===== src/rtl/control_unit_pkg.sv =====
// control_unit_pkg: shared definitions for the ALUSystem hardwired sequencer.
//   - FSM state codes (also exported on State_Dbg)
//   - opcode, ALU, register-file and mux select codes
//   - the packed control vector and its idle default
package control_unit_pkg;

   localparam int unsigned ADDR_W   = 8;
   localparam int unsigned OPC_W    = 4;
   localparam logic [OPC_W-1:0] HALT_OPC = 4'hF;

   typedef enum logic [2:0] {
      StInit   = 3'd0,
      StFetchH = 3'd1,
      StFetchL = 3'd2,
      StEx1    = 3'd3,
      StEx2    = 3'd4,
      StHalt   = 3'd5
   } state_e;

   // Opcodes, IR[15:12]
   localparam logic [3:0] OPC_LDI = 4'h0;
   localparam logic [3:0] OPC_LDM = 4'h1;
   localparam logic [3:0] OPC_STM = 4'h2;
   localparam logic [3:0] OPC_MOV = 4'h3;
   localparam logic [3:0] OPC_ADD = 4'h4;
   localparam logic [3:0] OPC_SUB = 4'h5;
   localparam logic [3:0] OPC_AND = 4'h6;
   localparam logic [3:0] OPC_OR  = 4'h7;
   localparam logic [3:0] OPC_XOR = 4'h8;
   localparam logic [3:0] OPC_NOT = 4'h9;
   localparam logic [3:0] OPC_LSL = 4'hA;
   localparam logic [3:0] OPC_LSR = 4'hB;
   localparam logic [3:0] OPC_INC = 4'hC;
   localparam logic [3:0] OPC_DEC = 4'hD;
   localparam logic [3:0] OPC_BR  = 4'hE;

   // ALU_FunSel codes
   localparam logic [3:0] ALU_PASS_A = 4'b0000;
   localparam logic [3:0] ALU_NOT_A  = 4'b0010;
   localparam logic [3:0] ALU_ADD    = 4'b0100;
   localparam logic [3:0] ALU_SUB    = 4'b0110;
   localparam logic [3:0] ALU_AND    = 4'b0111;
   localparam logic [3:0] ALU_OR     = 4'b1000;
   localparam logic [3:0] ALU_XOR    = 4'b1001;
   localparam logic [3:0] ALU_LSL    = 4'b1010;
   localparam logic [3:0] ALU_LSR    = 4'b1011;

   // RF / ARF / IR FunSel codes
   localparam logic [1:0] FUN_DEC  = 2'b00;
   localparam logic [1:0] FUN_INC  = 2'b01;
   localparam logic [1:0] FUN_LOAD = 2'b10;
   localparam logic [1:0] FUN_CLR  = 2'b11;

   // Mux and address-register select codes
   localparam logic [1:0] MUXA_IMM   = 2'b00;
   localparam logic [1:0] MUXA_MEM   = 2'b01;
   localparam logic [1:0] MUXA_ALU   = 2'b11;
   localparam logic [1:0] MUXB_IMM   = 2'b01;
   localparam logic       MUXC_RF_A  = 1'b1;
   localparam logic [1:0] ARF_OUT_PC = 2'b00;
   localparam logic [1:0] ARF_OUT_AR = 2'b10;

   // ARF_RegSel is active-low: [0] PC, [1] AR, [2] SP
   localparam logic [2:0] ARF_EN_NONE = 3'b111;
   localparam logic [2:0] ARF_EN_ALL  = 3'b000;
   localparam logic [2:0] ARF_EN_PC   = 3'b110;
   localparam logic [2:0] ARF_EN_AR   = 3'b101;

   typedef struct packed {
      logic [1:0] rf_out_a_sel;
      logic [1:0] rf_out_b_sel;
      logic [1:0] rf_fun_sel;
      logic [3:0] rf_reg_sel;
      logic [3:0] alu_fun_sel;
      logic [1:0] arf_out_c_sel;
      logic [1:0] arf_out_d_sel;
      logic [1:0] arf_fun_sel;
      logic [2:0] arf_reg_sel;
      logic       ir_lh;
      logic       ir_enable;
      logic [1:0] ir_funsel;
      logic       mem_wr;
      logic       mem_cs;
      logic [1:0] mux_a_sel;
      logic [1:0] mux_b_sel;
      logic       mux_c_sel;
   } ctrl_t;

   localparam ctrl_t CTRL_IDLE = '{
      rf_out_a_sel:  2'b00,
      rf_out_b_sel:  2'b00,
      rf_fun_sel:    2'b00,
      rf_reg_sel:    4'hF,
      alu_fun_sel:   4'h0,
      arf_out_c_sel: 2'b00,
      arf_out_d_sel: 2'b00,
      arf_fun_sel:   2'b00,
      arf_reg_sel:   ARF_EN_NONE,
      ir_lh:         1'b0,
      ir_enable:     1'b0,
      ir_funsel:     2'b00,
      mem_wr:        1'b0,
      mem_cs:        1'b1,
      mux_a_sel:     2'b00,
      mux_b_sel:     2'b00,
      mux_c_sel:     1'b0
   };

   // Register-file output select for R(n+1)
   function automatic logic [1:0] rf_out_sel(input logic [1:0] n);
      return ~n;
   endfunction

   // Active-low register-file write enable for R(n+1)
   function automatic logic [3:0] rf_reg_en(input logic [1:0] n);
      return ~(4'b0001 << n);
   endfunction

endpackage


===== src/rtl/control_unit_if.sv =====
// control_unit_if: bundle between the sequencer and ALUSystem.
//   master: the control unit (drives selects/enables, receives IR_Q and Z_Flag)
//   slave : the datapath side (or a testbench standing in for it)
interface control_unit_if;

   logic [15:0] IR_Q;
   logic        Z_Flag;
   logic [1:0]  RF_OutASel;
   logic [1:0]  RF_OutBSel;
   logic [1:0]  RF_FunSel;
   logic [3:0]  RF_RegSel;
   logic [3:0]  ALU_FunSel;
   logic [1:0]  ARF_OutCSel;
   logic [1:0]  ARF_OutDSel;
   logic [1:0]  ARF_FunSel;
   logic [2:0]  ARF_RegSel;
   logic        IR_LH;
   logic        IR_Enable;
   logic [1:0]  IR_Funsel;
   logic        Mem_WR;
   logic        Mem_CS;
   logic [1:0]  MuxASel;
   logic [1:0]  MuxBSel;
   logic        MuxCSel;
   logic        Halted;
   logic [2:0]  State_Dbg;

   modport master (
      input  IR_Q, Z_Flag,
      output RF_OutASel, RF_OutBSel, RF_FunSel, RF_RegSel, ALU_FunSel,
             ARF_OutCSel, ARF_OutDSel, ARF_FunSel, ARF_RegSel,
             IR_LH, IR_Enable, IR_Funsel, Mem_WR, Mem_CS,
             MuxASel, MuxBSel, MuxCSel, Halted, State_Dbg
   );

   modport slave (
      output IR_Q, Z_Flag,
      input  RF_OutASel, RF_OutBSel, RF_FunSel, RF_RegSel, ALU_FunSel,
             ARF_OutCSel, ARF_OutDSel, ARF_FunSel, ARF_RegSel,
             IR_LH, IR_Enable, IR_Funsel, Mem_WR, Mem_CS,
             MuxASel, MuxBSel, MuxCSel, Halted, State_Dbg
   );

endinterface


===== src/rtl/control_unit_decoder.sv =====
// control_unit_decoder: purely combinational decode of (state, IR[15:8], z) into the
// ALUSystem control vector.
//   i_state  current sequencer state
//   i_ir_hi  IR[15:8]: opcode, Rx, Ry/branch condition (imm reaches the datapath directly)
//   i_z      registered Z flag for conditional branches
//   o_ctrl   control vector, idle defaults unless the state/opcode drives a field
module control_unit_decoder
   import control_unit_pkg::*;
(
   input  state_e     i_state,
   input  logic [7:0] i_ir_hi,
   input  logic       i_z,
   output ctrl_t      o_ctrl
);

   logic [3:0] w_opc;
   logic [1:0] w_rx;
   logic [1:0] w_ry;
   logic       w_br_taken;

   assign w_opc = i_ir_hi[7:4];
   assign w_rx  = i_ir_hi[3:2];
   assign w_ry  = i_ir_hi[1:0];

   always_comb begin
      w_br_taken = 1'b0;
      unique case (w_ry)
         2'b00:   w_br_taken = 1'b1;
         2'b01:   w_br_taken = i_z;
         2'b10:   w_br_taken = ~i_z;
         default: w_br_taken = 1'b0;   // cond 11 is a NOP
      endcase
   end

   always_comb begin
      o_ctrl = CTRL_IDLE;
      unique case (i_state)
         StInit: begin
            o_ctrl.rf_reg_sel  = 4'h0;
            o_ctrl.rf_fun_sel  = FUN_CLR;
            o_ctrl.arf_reg_sel = ARF_EN_ALL;
            o_ctrl.arf_fun_sel = FUN_CLR;
            o_ctrl.ir_enable   = 1'b1;
            o_ctrl.ir_funsel   = FUN_CLR;
         end
         StFetchH, StFetchL: begin
            o_ctrl.arf_out_d_sel = ARF_OUT_PC;
            o_ctrl.mem_cs        = 1'b0;
            o_ctrl.ir_enable     = 1'b1;
            o_ctrl.ir_funsel     = FUN_LOAD;
            o_ctrl.ir_lh         = (i_state == StFetchL);
            o_ctrl.arf_reg_sel   = ARF_EN_PC;
            o_ctrl.arf_fun_sel   = FUN_INC;
         end
         StEx1: begin
            case (w_opc)
               OPC_LDI: begin
                  o_ctrl.mux_a_sel  = MUXA_IMM;
                  o_ctrl.rf_reg_sel = rf_reg_en(w_rx);
                  o_ctrl.rf_fun_sel = FUN_LOAD;
               end
               OPC_LDM, OPC_STM: begin
                  o_ctrl.mux_b_sel   = MUXB_IMM;
                  o_ctrl.arf_reg_sel = ARF_EN_AR;
                  o_ctrl.arf_fun_sel = FUN_LOAD;
               end
               OPC_MOV, OPC_ADD, OPC_SUB, OPC_AND, OPC_OR, OPC_XOR,
               OPC_NOT, OPC_LSL, OPC_LSR: begin
                  o_ctrl.mux_c_sel    = MUXC_RF_A;
                  o_ctrl.mux_a_sel    = MUXA_ALU;
                  o_ctrl.rf_reg_sel   = rf_reg_en(w_rx);
                  o_ctrl.rf_fun_sel   = FUN_LOAD;
                  o_ctrl.rf_out_a_sel = rf_out_sel(w_rx);
                  case (w_opc)
                     OPC_MOV: begin
                        o_ctrl.rf_out_a_sel = rf_out_sel(w_ry);
                        o_ctrl.alu_fun_sel  = ALU_PASS_A;
                     end
                     OPC_ADD: o_ctrl.alu_fun_sel = ALU_ADD;
                     OPC_SUB: o_ctrl.alu_fun_sel = ALU_SUB;
                     OPC_AND: o_ctrl.alu_fun_sel = ALU_AND;
                     OPC_OR:  o_ctrl.alu_fun_sel = ALU_OR;
                     OPC_XOR: o_ctrl.alu_fun_sel = ALU_XOR;
                     OPC_NOT: o_ctrl.alu_fun_sel = ALU_NOT_A;
                     OPC_LSL: o_ctrl.alu_fun_sel = ALU_LSL;
                     default: o_ctrl.alu_fun_sel = ALU_LSR;
                  endcase
                  // Two-operand ops take Ry on the B side
                  if (w_opc >= OPC_ADD && w_opc <= OPC_XOR) begin
                     o_ctrl.rf_out_b_sel = rf_out_sel(w_ry);
                  end
               end
               OPC_INC, OPC_DEC: begin
                  o_ctrl.rf_reg_sel = rf_reg_en(w_rx);
                  o_ctrl.rf_fun_sel = (w_opc == OPC_INC) ? FUN_INC : FUN_DEC;
               end
               OPC_BR: begin
                  if (w_br_taken) begin
                     o_ctrl.mux_b_sel   = MUXB_IMM;
                     o_ctrl.arf_reg_sel = ARF_EN_PC;
                     o_ctrl.arf_fun_sel = FUN_LOAD;
                  end
               end
               default: ;   // HLT: idle while moving to HALT
            endcase
         end
         StEx2: begin
            if (w_opc == OPC_LDM) begin
               o_ctrl.arf_out_d_sel = ARF_OUT_AR;
               o_ctrl.mem_cs        = 1'b0;
               o_ctrl.mux_a_sel     = MUXA_MEM;
               o_ctrl.rf_reg_sel    = rf_reg_en(w_rx);
               o_ctrl.rf_fun_sel    = FUN_LOAD;
            end else if (w_opc == OPC_STM) begin
               o_ctrl.rf_out_a_sel  = rf_out_sel(w_rx);
               o_ctrl.mux_c_sel     = MUXC_RF_A;
               o_ctrl.alu_fun_sel   = ALU_PASS_A;
               o_ctrl.arf_out_d_sel = ARF_OUT_AR;
               o_ctrl.mem_cs        = 1'b0;
               o_ctrl.mem_wr        = 1'b1;
            end
         end
         default: ;   // HALT: idle
      endcase
   end

endmodule


===== src/rtl/control_unit.sv =====
// control_unit: hardwired sequencer for ALUSystem. Fetches a 16-bit instruction into IR
// (high byte first), then executes it in one or two cycles.
//   Clock  system clock, state changes on posedge
//   Reset  synchronous, active-high; forces idle outputs and returns to INIT
//   bus    control_unit_if master: IR_Q/Z_Flag in, all ALUSystem selects/enables out,
//          plus Halted and State_Dbg
module control_unit
   import control_unit_pkg::*;
(
   input  logic            Clock,
   input  logic            Reset,
   control_unit_if.master  bus
);

   state_e r_state;
   state_e w_state_next;
   logic   r_z;
   logic   w_z_next;
   ctrl_t  w_dec;
   ctrl_t  w_ctrl;
   logic [3:0] w_opc;

   assign w_opc = bus.IR_Q[15:12];

   always_ff @(posedge Clock) begin
      if (Reset) begin
         r_state <= StInit;
         r_z     <= 1'b0;
      end else begin
         r_state <= w_state_next;
         r_z     <= w_z_next;
      end
   end

   always_comb begin
      w_state_next = r_state;
      w_z_next     = r_z;
      unique case (r_state)
         StInit: begin
            w_state_next = StFetchH;
            w_z_next     = 1'b0;
         end
         StFetchH: w_state_next = StFetchL;
         StFetchL: w_state_next = StEx1;
         StEx1: begin
            // Only ALU data ops update the flag; moves, loads and branches keep it
            if (w_opc >= OPC_ADD && w_opc <= OPC_LSR) begin
               w_z_next = bus.Z_Flag;
            end
            if (w_opc == HALT_OPC) begin
               w_state_next = StHalt;
            end else if (w_opc == OPC_LDM || w_opc == OPC_STM) begin
               w_state_next = StEx2;
            end else begin
               w_state_next = StFetchH;
            end
         end
         StEx2:   w_state_next = StFetchH;
         default: w_state_next = StHalt;
      endcase
   end

   control_unit_decoder u_decoder (
      .i_state (r_state),
      .i_ir_hi (bus.IR_Q[15:8]),
      .i_z     (r_z),
      .o_ctrl  (w_dec)
   );

   // Gating on Reset keeps an in-flight write from reaching memory on the reset edge
   assign w_ctrl = Reset ? CTRL_IDLE : w_dec;

   assign bus.RF_OutASel  = w_ctrl.rf_out_a_sel;
   assign bus.RF_OutBSel  = w_ctrl.rf_out_b_sel;
   assign bus.RF_FunSel   = w_ctrl.rf_fun_sel;
   assign bus.RF_RegSel   = w_ctrl.rf_reg_sel;
   assign bus.ALU_FunSel  = w_ctrl.alu_fun_sel;
   assign bus.ARF_OutCSel = w_ctrl.arf_out_c_sel;
   assign bus.ARF_OutDSel = w_ctrl.arf_out_d_sel;
   assign bus.ARF_FunSel  = w_ctrl.arf_fun_sel;
   assign bus.ARF_RegSel  = w_ctrl.arf_reg_sel;
   assign bus.IR_LH       = w_ctrl.ir_lh;
   assign bus.IR_Enable   = w_ctrl.ir_enable;
   assign bus.IR_Funsel   = w_ctrl.ir_funsel;
   assign bus.Mem_WR      = w_ctrl.mem_wr;
   assign bus.Mem_CS      = w_ctrl.mem_cs;
   assign bus.MuxASel     = w_ctrl.mux_a_sel;
   assign bus.MuxBSel     = w_ctrl.mux_b_sel;
   assign bus.MuxCSel     = w_ctrl.mux_c_sel;
   assign bus.Halted      = (r_state == StHalt) && !Reset;
   assign bus.State_Dbg   = r_state;

endmodule


===== src/flat_wrapper.sv =====
// flat-port wrapper written by rule: the top's interface ports become plain ports
module control_unit_flat import control_unit_pkg::*;
  (Clock, Reset, bus_IR_Q, bus_Z_Flag, bus_RF_OutASel, bus_RF_OutBSel, bus_RF_FunSel, bus_RF_RegSel, bus_ALU_FunSel, bus_ARF_OutCSel, bus_ARF_OutDSel, bus_ARF_FunSel, bus_ARF_RegSel, bus_IR_LH, bus_IR_Enable, bus_IR_Funsel, bus_Mem_WR, bus_Mem_CS, bus_MuxASel, bus_MuxBSel, bus_MuxCSel, bus_Halted, bus_State_Dbg);
  control_unit_if bus_i ();
  input  logic Clock;
  input  logic Reset;
  input wire logic [$bits(bus_i.IR_Q)-1:0] bus_IR_Q;
  input wire logic [$bits(bus_i.Z_Flag)-1:0] bus_Z_Flag;
  output wire logic [$bits(bus_i.RF_OutASel)-1:0] bus_RF_OutASel;
  output wire logic [$bits(bus_i.RF_OutBSel)-1:0] bus_RF_OutBSel;
  output wire logic [$bits(bus_i.RF_FunSel)-1:0] bus_RF_FunSel;
  output wire logic [$bits(bus_i.RF_RegSel)-1:0] bus_RF_RegSel;
  output wire logic [$bits(bus_i.ALU_FunSel)-1:0] bus_ALU_FunSel;
  output wire logic [$bits(bus_i.ARF_OutCSel)-1:0] bus_ARF_OutCSel;
  output wire logic [$bits(bus_i.ARF_OutDSel)-1:0] bus_ARF_OutDSel;
  output wire logic [$bits(bus_i.ARF_FunSel)-1:0] bus_ARF_FunSel;
  output wire logic [$bits(bus_i.ARF_RegSel)-1:0] bus_ARF_RegSel;
  output wire logic [$bits(bus_i.IR_LH)-1:0] bus_IR_LH;
  output wire logic [$bits(bus_i.IR_Enable)-1:0] bus_IR_Enable;
  output wire logic [$bits(bus_i.IR_Funsel)-1:0] bus_IR_Funsel;
  output wire logic [$bits(bus_i.Mem_WR)-1:0] bus_Mem_WR;
  output wire logic [$bits(bus_i.Mem_CS)-1:0] bus_Mem_CS;
  output wire logic [$bits(bus_i.MuxASel)-1:0] bus_MuxASel;
  output wire logic [$bits(bus_i.MuxBSel)-1:0] bus_MuxBSel;
  output wire logic [$bits(bus_i.MuxCSel)-1:0] bus_MuxCSel;
  output wire logic [$bits(bus_i.Halted)-1:0] bus_Halted;
  output wire logic [$bits(bus_i.State_Dbg)-1:0] bus_State_Dbg;
  assign bus_i.IR_Q = bus_IR_Q;
  assign bus_i.Z_Flag = bus_Z_Flag;
  assign bus_RF_OutASel = bus_i.RF_OutASel;
  assign bus_RF_OutBSel = bus_i.RF_OutBSel;
  assign bus_RF_FunSel = bus_i.RF_FunSel;
  assign bus_RF_RegSel = bus_i.RF_RegSel;
  assign bus_ALU_FunSel = bus_i.ALU_FunSel;
  assign bus_ARF_OutCSel = bus_i.ARF_OutCSel;
  assign bus_ARF_OutDSel = bus_i.ARF_OutDSel;
  assign bus_ARF_FunSel = bus_i.ARF_FunSel;
  assign bus_ARF_RegSel = bus_i.ARF_RegSel;
  assign bus_IR_LH = bus_i.IR_LH;
  assign bus_IR_Enable = bus_i.IR_Enable;
  assign bus_IR_Funsel = bus_i.IR_Funsel;
  assign bus_Mem_WR = bus_i.Mem_WR;
  assign bus_Mem_CS = bus_i.Mem_CS;
  assign bus_MuxASel = bus_i.MuxASel;
  assign bus_MuxBSel = bus_i.MuxBSel;
  assign bus_MuxCSel = bus_i.MuxCSel;
  assign bus_Halted = bus_i.Halted;
  assign bus_State_Dbg = bus_i.State_Dbg;
  control_unit u_core (.Clock(Clock), .Reset(Reset), .bus(bus_i));
endmodule

===== config.mk =====
export PLATFORM = sky130hd
export DESIGN_NAME = control_unit_flat
export DESIGN_NICKNAME = d
export VERILOG_FILES = /design/src/rtl/control_unit_pkg.sv /design/src/rtl/control_unit_if.sv /design/src/rtl/control_unit_decoder.sv /design/src/rtl/control_unit.sv /design/src/flat_wrapper.sv
export SDC_FILE = /design/constraint.sdc
export NUM_CORES = 1
export LEC_CHECK = 0
export BUFFER_PORTS_ARGS = -buffer_cell sky130_fd_sc_hd__buf_2
export CAP_MARGIN = 20
export CORE_MARGIN = 2
export CORE_UTILIZATION = 41
export DETAILED_ROUTE_END_ITERATION = 16
export PLACE_DENSITY = 0.78
export SETUP_SLACK_MARGIN = 0.15
export SLEW_MARGIN = 20
export SYNTH_ARGS = -nofsm -noshare
export SYNTH_HDL_FRONTEND = slang
export SYNTH_SLANG_ARGS = --single-unit

===== constraint.sdc =====
create_clock -name Clock -period 1.6 [get_ports Clock]
set_input_delay 0 -clock Clock [delete_from_list [all_inputs] [get_ports Clock]]
set_output_delay 0 -clock Clock [all_outputs]
set_load 0.02 [all_outputs]

==> flow_summary.ini <==
[worst_setup_path]
crit_arrival_ns = 1.59
path_class = reg -> out
worstSetupStartpointType = register
cp-end-kind = output pin
critPathRequiredTime_ns = 1.60
critical_path.max_fanout = 8

[synthesis]
synth_warnings = 0
syn_area_per_cell_um2 = 6.49
synth_cells = 130
synth-seq-cells = 4
ys_seq_area_share_pct = 9.50
syn-cell-area_um2 = 843
synthDistinctLibCells = 41

[worst_hold_path]
min_path_type = in -> reg

[power_and_ir_drop]
p_comb_share_pct = 62.9
vdd_ir_drop_max_mv = 0.460
pwr-share-seq_pct = 19.1
switching_share_pct = 48.5
power_frac_clock_pct = 18.0
p_switching_mw = 0.335
p_int_mw = 0.355
total_power_mw = 0.690
power_density_nw_per_um2 = 534
p_leak_nw = 0.575

[timing]
post-route-min-period_ns = 1.59
fin_crit_sh_pct = 99.1
max_freq_mhz = 631
slew_violations = 0
skew_ns = 0.00259
hold_slack_ns = 0.0554
finalHoldViolations = 0
setup_violations = 0
rsz0062_at_grt = true

[routing]
drt_iter0_drc = 32
dr.pass1.iters = 4
wire_per_inst_um = 13.4
drcViolationCount = 0
wirelength_um = 2710
vias = 1096
vias_per_cell = 5.43
ant_nets = 0

[clock_tree]
cts.sinks = 4
cts_tree = built
cts_root_buf = clkbuf_4
cts_buffers = 3
cts.reportedPaths.clkPinSlew_ns = 0.03
clock_path_buffers = 2
htreeDepth = 1
clock_latency_ns = 0.24

[placement]
gp_congestion = 0.895
dp_hpwl_um = 1960
post-place-cells = 198
numPortBuffers = 44

[job]
drv_cap = 0

[global_route]
grt_pass1_wl_um = 4330
grt_max_degree = 15
overflow = 0
antenna_found_initial = 0
grt_pass1_vias = 975
grt_use_total_pct = 21.7

[layout]
antennaDiodeCount = 0
final_util_pct = 66.6
drive_gt1_share_pct = 46.3
layout.cells.non_filler = 202
area_growth_pct = 53.3
nNetsFinal = 200

[floorplan]
start_util_pct = 43.4
core-area_um2 = 1940
die_area_um2 = 2440
die_x_um = 49.4
ios = 57
rows = 16
die_y_um = 49.4

[status]
outcome = finished clean
metrics by stage:
stage,setup WS [ns],setup TNS (ns),cell area [um^2]
floorplan,0.0769,0,922
global placement,0.161,0,1150
detailed placement,0.109,0,1150
CTS,0.00393,0,1250
global route,-0.0828,-0.395,1290
finish,0.0147,0,1290
cell families after synthesis:
| logic type | share of synthesized area, % |
|---|---|
| muxes | 4.75 |
| xor gates and xnor gates | 2.08 |
| buffers and inverters | 11.7 |
| and+or+nand+nor | 42.4 |
| other | 0.445 |
| adders and majority gates | 5.93 |
| DFF | 9.50 |
| AOI/OAI and AO/OA | 23.1 |
routing by layer:
metal	GRT usage, %	part of all wire [%]	wire length, um
met1	27.5	46	1250
met2	39.2	47	1280
met3	3.37	6.4	174
met4	2.86	0	0
met5	0	0	0
power by group through the flow:
stage | sequential (mW) | clock (mW) | combinational [mW]
6_report | 0.132 | 0.124 | 0.434
5_1_grt | 0.134 | 0.135 | 0.465
4_1_cts | 0.128 | 0.126 | 0.413
3_5_place_dp | 0.126 | 0 | 0.396
3_3_place_gp | 0.125 | 0 | 0.390
2_1_floorplan | 0.128 | 0 | 0.281
flip-flops by register name, indices dropped and copies added (netlist names):
name                  flops
u_core.bus.State_Dbg      3
u_core.r_z                1
cell usage in the layout, fill, tap and decap left out, types with 4 or more instances in the layout:
master	synthesis	layout
inv_1	6	6
nor2_1	16	14
o21ai_1	0	4
ha_1	4	4
buf_2	7	36
nor2b_1	6	5
nand2_1	13	13
mux2i_1	4	4
a21oi_1	8	7
buf_4	5	11
o21ai_0	12	7
buf_6	0	5
conb_1	1	4
critical path: stages, from the launching register on:
cell	delay [ns]
dfxtp_4	0.37
or3b_4	0.43
nor4_4	0.19
nor2_2	0.11
o22ai_4	0.11
buf_6	0.14
layout make-up:
class / instances / area (um^2)
clock buffers: 3 / 22.5
fillers: 165 / 649
inverters: 6 / 22.5
multi-input cells: 110 / 802
flip-flops and latches: 4 / 92.6
well taps: 27 / 33.8
repair buffers: 52 / 319
worst paths after layout:
check	start	endpoint	slack, ns	cells past startpoint
max	u_core.bus.State_Dbg[0]	bus_RF_OutASel[1]	0.01	5
min	Reset	u_core.bus.State_Dbg[0]	0.06	2
max reg2reg	u_core.bus.State_Dbg[0]	u_core.r_z	0.36	5
min reg2reg	u_core.bus.State_Dbg[1]	u_core.bus.State_Dbg[0]	0.54	2
cells in the mapped netlist:
cell	count	area [um^2]
nor3b_1	1	7.51
ha_1	4	50.1
or2_2	2	12.5
and3_1	3	18.8
and2_1	1	6.26
nor2_1	16	60.1
buf_2	7	35.0
inv_1	6	22.5
o21bai_1	1	7.51
nand4bb_1	1	11.3
dfxtp_1	4	80.1
nor4bb_1	1	10.0
nand2_1	13	48.8
nand3b_1	1	7.51
buf_4	5	37.5
a2111oi_2	1	15.0
nor4_1	2	12.5
a21boi_0	1	7.51
o22a_1	1	8.76
nor4b_1	1	8.76
a21oi_1	8	40.0
nor2b_1	6	37.5
a22oi_1	1	7.51
mux2i_1	4	40.0
a211oi_2	1	12.5
or3b_1	1	8.76
nor3_1	5	25.0
o21ai_0	12	60.1
or2_1	1	6.26
xor2_1	1	8.76
a2bb2oi_1	1	8.76
nand3_1	3	15.0
o22ai_1	2	12.5
a211oi_1	1	7.51
xnor2_1	1	8.76
conb_1	1	3.75
a21o_1	1	7.51
nor4_2	2	25.0
nand2b_1	3	18.8
clkbuf_1	1	3.75
and3b_1	2	17.5
timing repair:
| item | CTS | global route |
|---|---|---|
| cloned | 0 | 0 |
| endpoints found under the setup margin | 18 | 21 |
| setup buffers | 0 | 1 |
| resized for setup | 16 | 12 |
| pin swaps | 3 | 4 |
| hold buffers | 0 | 0 |
Note: power is estimated with default switching activity, not from simulation.
